$ cat src/rtl/snake_dir_input.sv
// Conditions the four direction buttons and arbitrates them into a committed move
// direction (1=up, 2=right, 3=down, 4=left, 5=none) that updates on the game tick.
module snake_dir_input #(
  parameter int unsigned DEBOUNCE_CYCLES = 250000,
  parameter int unsigned CNT_W           = 18
) (
  input  logic       clock,
  input  logic       reset,
  input  logic       up,
  input  logic       right,
  input  logic       down,
  input  logic       left,
  input  logic       tick,
  output logic [2:0] dir_out,
  output logic       pending_valid,
  output logic [2:0] pending_dir,
  output logic       dir_changed
);

  typedef enum logic [2:0] {
    DIR_UP    = 3'd1,
    DIR_RIGHT = 3'd2,
    DIR_DOWN  = 3'd3,
    DIR_LEFT  = 3'd4,
    DIR_NONE  = 3'd5
  } dir_e;

  localparam logic [CNT_W-1:0] CNT_LAST = CNT_W'(DEBOUNCE_CYCLES - 1);

  function automatic dir_e opposite(input dir_e d);
    case (d)
      DIR_UP:    return DIR_DOWN;
      DIR_RIGHT: return DIR_LEFT;
      DIR_DOWN:  return DIR_UP;
      DIR_LEFT:  return DIR_RIGHT;
      default:   return DIR_NONE;
    endcase
  endfunction

  // Bit order: 0=up, 1=right, 2=down, 3=left (also the press priority order).
  logic [3:0]       btn_raw;
  logic [3:0]       sync1_q, sync1_d;
  logic [3:0]       sync2_q, sync2_d;
  logic [3:0]       deb_q, deb_d;
  logic [3:0]       deb_prev_q, deb_prev_d;
  logic [CNT_W-1:0] cnt_q [4];
  logic [CNT_W-1:0] cnt_d [4];

  dir_e dir_q, dir_d;
  dir_e pend_dir_q, pend_dir_d;
  logic pend_valid_q, pend_valid_d;
  logic changed_q, changed_d;

  logic [3:0] press;
  logic       req_valid;
  dir_e       req_dir;
  dir_e       ref_dir;
  logic       req_legal;
  logic       commit;

  assign btn_raw = {left, down, right, up};

  always_comb begin
    sync1_d    = btn_raw;
    sync2_d    = sync1_q;
    deb_prev_d = deb_q;
    deb_d      = deb_q;
    for (int unsigned i = 0; i < 4; i++) begin
      cnt_d[i] = '0;
      if (sync2_q[i] != deb_q[i]) begin
        if (cnt_q[i] == CNT_LAST) begin
          deb_d[i] = sync2_q[i];
        end else begin
          cnt_d[i] = cnt_q[i] + CNT_W'(1);
        end
      end
    end
  end

  assign press = deb_q & ~deb_prev_q;

  always_comb begin
    req_valid = 1'b1;
    req_dir   = DIR_NONE;
    if (press[0])      req_dir = DIR_UP;
    else if (press[1]) req_dir = DIR_RIGHT;
    else if (press[2]) req_dir = DIR_DOWN;
    else if (press[3]) req_dir = DIR_LEFT;
    else               req_valid = 1'b0;
  end

  // Legality is judged against the direction that will be live after this edge,
  // so a request racing a commit is checked against the newly committed value.
  always_comb begin
    commit    = tick & pend_valid_q;
    ref_dir   = commit ? pend_dir_q : dir_q;
    req_legal = req_valid &&
                ((ref_dir == DIR_NONE) ||
                 ((req_dir != ref_dir) && (req_dir != opposite(ref_dir))));
  end

  always_comb begin
    dir_d        = commit ? pend_dir_q : dir_q;
    changed_d    = commit;
    pend_dir_d   = pend_dir_q;
    pend_valid_d = pend_valid_q;
    if (req_legal) begin
      pend_dir_d   = req_dir;
      pend_valid_d = 1'b1;
    end else if (commit) begin
      pend_dir_d   = DIR_NONE;
      pend_valid_d = 1'b0;
    end
  end

  always_ff @(posedge clock) begin
    if (reset) begin
      sync1_q      <= '0;
      sync2_q      <= '0;
      deb_q        <= '0;
      deb_prev_q   <= '0;
      for (int unsigned i = 0; i < 4; i++) cnt_q[i] <= '0;
      dir_q        <= DIR_NONE;
      pend_dir_q   <= DIR_NONE;
      pend_valid_q <= 1'b0;
      changed_q    <= 1'b0;
    end else begin
      sync1_q      <= sync1_d;
      sync2_q      <= sync2_d;
      deb_q        <= deb_d;
      deb_prev_q   <= deb_prev_d;
      for (int unsigned i = 0; i < 4; i++) cnt_q[i] <= cnt_d[i];
      dir_q        <= dir_d;
      pend_dir_q   <= pend_dir_d;
      pend_valid_q <= pend_valid_d;
      changed_q    <= changed_d;
    end
  end

  assign dir_out       = dir_q;
  assign pending_dir   = pend_dir_q;
  assign pending_valid = pend_valid_q;
  assign dir_changed   = changed_q;

endmodule
$ cat config.mk
export PLATFORM = sky130hd
export DESIGN_NAME = snake_dir_input
export DESIGN_NICKNAME = d
export VERILOG_FILES = /design/src/rtl/snake_dir_input.sv
export SDC_FILE = /design/constraint.sdc
export NUM_CORES = 1
export LEC_CHECK = 0
export ABC_AREA = 1
export CAP_MARGIN = 20
export CORE_UTILIZATION = 55
export DETAILED_ROUTE_END_ITERATION = 12
export MAX_ROUTING_LAYER = met4
export PLACE_DENSITY = 0.81
export RECOVER_POWER = 50
export SYNTH_ARGS = -nofsm -noshare
export SYNTH_HDL_FRONTEND = slang
export SYNTH_SLANG_ARGS = --single-unit
$ cat constraint.sdc
create_clock -name clock -period 5.2 [get_ports clock]
set_clock_uncertainty 0.1 [all_clocks]
set_input_delay 0.78 -clock clock [delete_from_list [all_inputs] [get_ports clock]]
set_output_delay 0.78 -clock clock [all_outputs]
set_load 0.005 [all_outputs]
==> impl_metrics.json <==
{
  "final_util_pct": 62.3,
  "start_util_pct": 57.3,
  "ys_warn_count": 0,
  "ant_nets": 0,
  "syn_inst": 585,
  "post-cts-setup-buffer-count": 0,
  "cp-start-kind": "input pin",
  "synth_fa_ha_area_share_pct": 1.12,
  "power.net_switching_w": 0.000267,
  "rsz0062_at_grt": "no",
  "combPwrFrac_pct": 1.5,
  "tns_ns": 0,
  "die_height_um": 92.0,
  "drt-pass1-iter-count": 5,
  "hold_path.class": "flop to flop",
  "synth-compound-area-share_pct": 6.32,
  "crit_fanout": 18,
  "grt_pass1_wl_mm": 13.7,
  "worst_pin_slew_ns": 0.886,
  "muxShareOfSynthArea_pct": 0,
  "synth_flop_cell": "dfxtp_1",
  "rows": 32,
  "power_density_nw_per_um2": 265,
  "clk_pin_slew_ns": 0.09,
  "cts_resized": 0,
  "syn2layout_area_growth_pct": 8.68,
  "dp_hpwl_mm": 5.54,
  "slowest_stage": "dlygate4sd3_1",
  "drv_slew": 0,
  "synth_edf_count": 0,
  "r2r_cells": 9,
  "hold_path_depth": 2,
  "async_flop_share_pct": 0,
  "post-route-period-util_pct": 55.9,
  "drtIter0Drc": 119,
  "switching_share_pct": 20.8,
  "synthXorXnorAreaFrac_pct": 4.33,
  "grt_pass1_vias": 3421,
  "crit_type": "input pin to flop",
  "endpoint_kind": "flop",
  "avgSynthCellArea_um2": 7.61,
  "outcome": "finished, final reports clean",
  "power.share.clock_pct": 40.7,
  "io-pin-count": 15,
  "yosysTopAreaCellShare_pct": 43.1,
  "numPortBuffers": 14,
  "cp.required_ns": 5.36,
  "numClockSinks": 96,
  "critPathMaxStageDelay_ns": 0.78,
  "drv_cap": 0,
  "drive_above_1_share_pct": 11.7,
  "avgViaCountPerCell": 5.16,
  "gp_congestion": 0.852,
  "cts_buffers": 9,
  "r2r_slack_ns": 2.87,
  "fmax_mhz": 344,
  "route.detailed.drc": 0,
  "ys_seq_elements": 96,
  "setup_viol": 0,
  "cts_max_level": 3,
  "grt_max_degree": 19,
  "wire_per_inst_um": 11.2,
  "core-area_um2": 7770,
  "die-area_um2": 8460,
  "vias": 3658,
  "leakagePower_nw": 1.66,
  "clock-root-buffer": "clkbuf_8",
  "cts_max_path_buffers": 2,
  "synth-seq-area-share_pct": 43.1,
  "hold_violations": 0,
  "yosys.area.top_type": "dfxtp_1",
  "crit_arrival_ns": 3.07,
  "path_cells": "dlygate4sd3_1 -> inv_1 -> nand3_1 -> nor3b_1",
  "grt_usage_pct": 20.3,
  "p_seq_share_pct": 57.8,
  "irDropWorstVdd_mv": 0.114,
  "antenna_found_initial": 0,
  "maxSlewHeadroom_pct": 40.7,
  "diodes": 0,
  "yosysUniqueCellTypes": 39,
  "clock_latency_ns": 0.36,
  "synth_top_family_by_area": "simple AND/OR/NAND/NOR gates",
  "dieWidth_um": 92.0,
  "synth_simple_gate_area_share_pct": 37.5,
  "ctsHoldBuffers": 0,
  "layout.nets": 614,
  "routed_wl_mm": 7.93,
  "synth_area_leaders": "dfxtp_1 (43%), nand2_1 (9.0%), inv_1 (6.0%)",
  "cts_tree": "yes",
  "p_int_w": 0.00101,
  "period_needed_ns": 2.90,
  "syn_area_um2": 4450,
  "synthesis.nets": 596,
  "grt_overflow_total": 0
}
power groups by stage:
stage	combinational, W	clock (W)	sequential (W)
floorplan	0.0000137	0	0.000757
global placement	0.0000197	0	0.000758
detailed placement	0.0000203	0	0.000758
CTS	0.0000204	0.000533	0.000741
global route	0.0000215	0.000563	0.000741
finish	0.0000188	0.000522	0.000741
layer usage:
metal / GRT usage, % / up-vias / wire, um
met4: 6.77 / 0 / 99
met3: 4.81 / 9 / 241
met5: - / - / 0
met2: 35.2 / 41 / 3720
li1: - / 1927 / -
met1: 23.1 / 1681 / 3870
layout by cell type (no fill, tap or decap), drive strengths merged:
master and n:
a21boi 1, a21oi 36, a31oi 1, and3 2, bufinv 2, clkbuf 10
clkdlybuf4s50 4, clkinv 1, clkinvlp 1, dfxtp 96, dlygate4sd3 10, ha 4
inv 77, nand2 119, nand3 37, nand3b 3, nand4 18, nor2 83
nor3 30, nor3b 16, nor4 10, o211ai 1, o21a 1, o21ai 10
or2 12, xnor2 4, xor2 18
cell type report:
type / count / area (um^2)
clock inverters: 5 / 81.3
inverters: 76 / 285
flip-flops and latches: 96 / 1920
clock buffers: 10 / 128
fillers: 706 / 2930
well taps: 102 / 128
repair buffers: 14 / 140
multi-input cells: 406 / 2160
through the flow:
step / hold WS (ns) / instance area (um^2) / power, W / worst slack (ns) / std cells
after detailed placement: 0.294 / 4670 / 0.000778 / 2.05 / 694
after CTS: 0.306 / 4880 / 0.00129 / 2.42 / 709
final: 0.304 / 4840 / 0.00128 / 2.30 / 709
after global routing: 0.328 / 4840 / 0.00133 / 2.15 / 709
after global placement: 0.291 / 4670 / 0.000777 / 2.12 / 694
after floorplan: 0.288 / 4450 / 0.000771 / 3.38 / 585
kinds of logic after synthesis:
group	after synthesis
and+or+nand+nor	330
DFF	96
buffers and inverters	83
AOI/OAI and AO/OA	50
xor gates and xnor gates	22
adders and majority gates	4
worst max-delay path, delay by kind of cell:
family | cells | cell delay [ns]
buf+inv | 2 | 1.16
simple gates | 2 | 1.11
worst paths after layout:
check,startpoint,endpoint
max,reset,cnt_q[2][12]
min,sync1_q[2],sync2_q[2]
max reg2reg,cnt_q[2][0],cnt_q[2][12]
min reg2reg,sync1_q[2],sync2_q[2]
cell usage after synthesis (2+ instances only):
cell type / number
nand2_1: 107
dfxtp_1: 96
inv_1: 71
nor2_1: 65
nand3_1: 32
a21oi_1: 30
nor3_1: 24
xor2_1: 18
nand4_1: 17
nor2_2: 17
nor3b_1: 16
nor4_1: 10
or2_2: 10
nand2_2: 9
o21ai_0: 9
a21oi_2: 6
inv_2: 5
nor3_2: 5
buf_2: 4
ha_1: 4
nand3_2: 4
xnor2_1: 4
nand2_4: 3
nand3b_1: 3
and3_1: 2
flip-flops by register name, summed over array words and instances (netlist names):
name / count
pending_valid: 1
dir_out: 3
deb_prev_d: 4
deb_prev_q: 4
cnt_q: 72
sync2_q: 4
pending_dir: 3
sync1_q: 4
dir_changed: 1
Note: power is estimated with default switching activity, not from simulation.
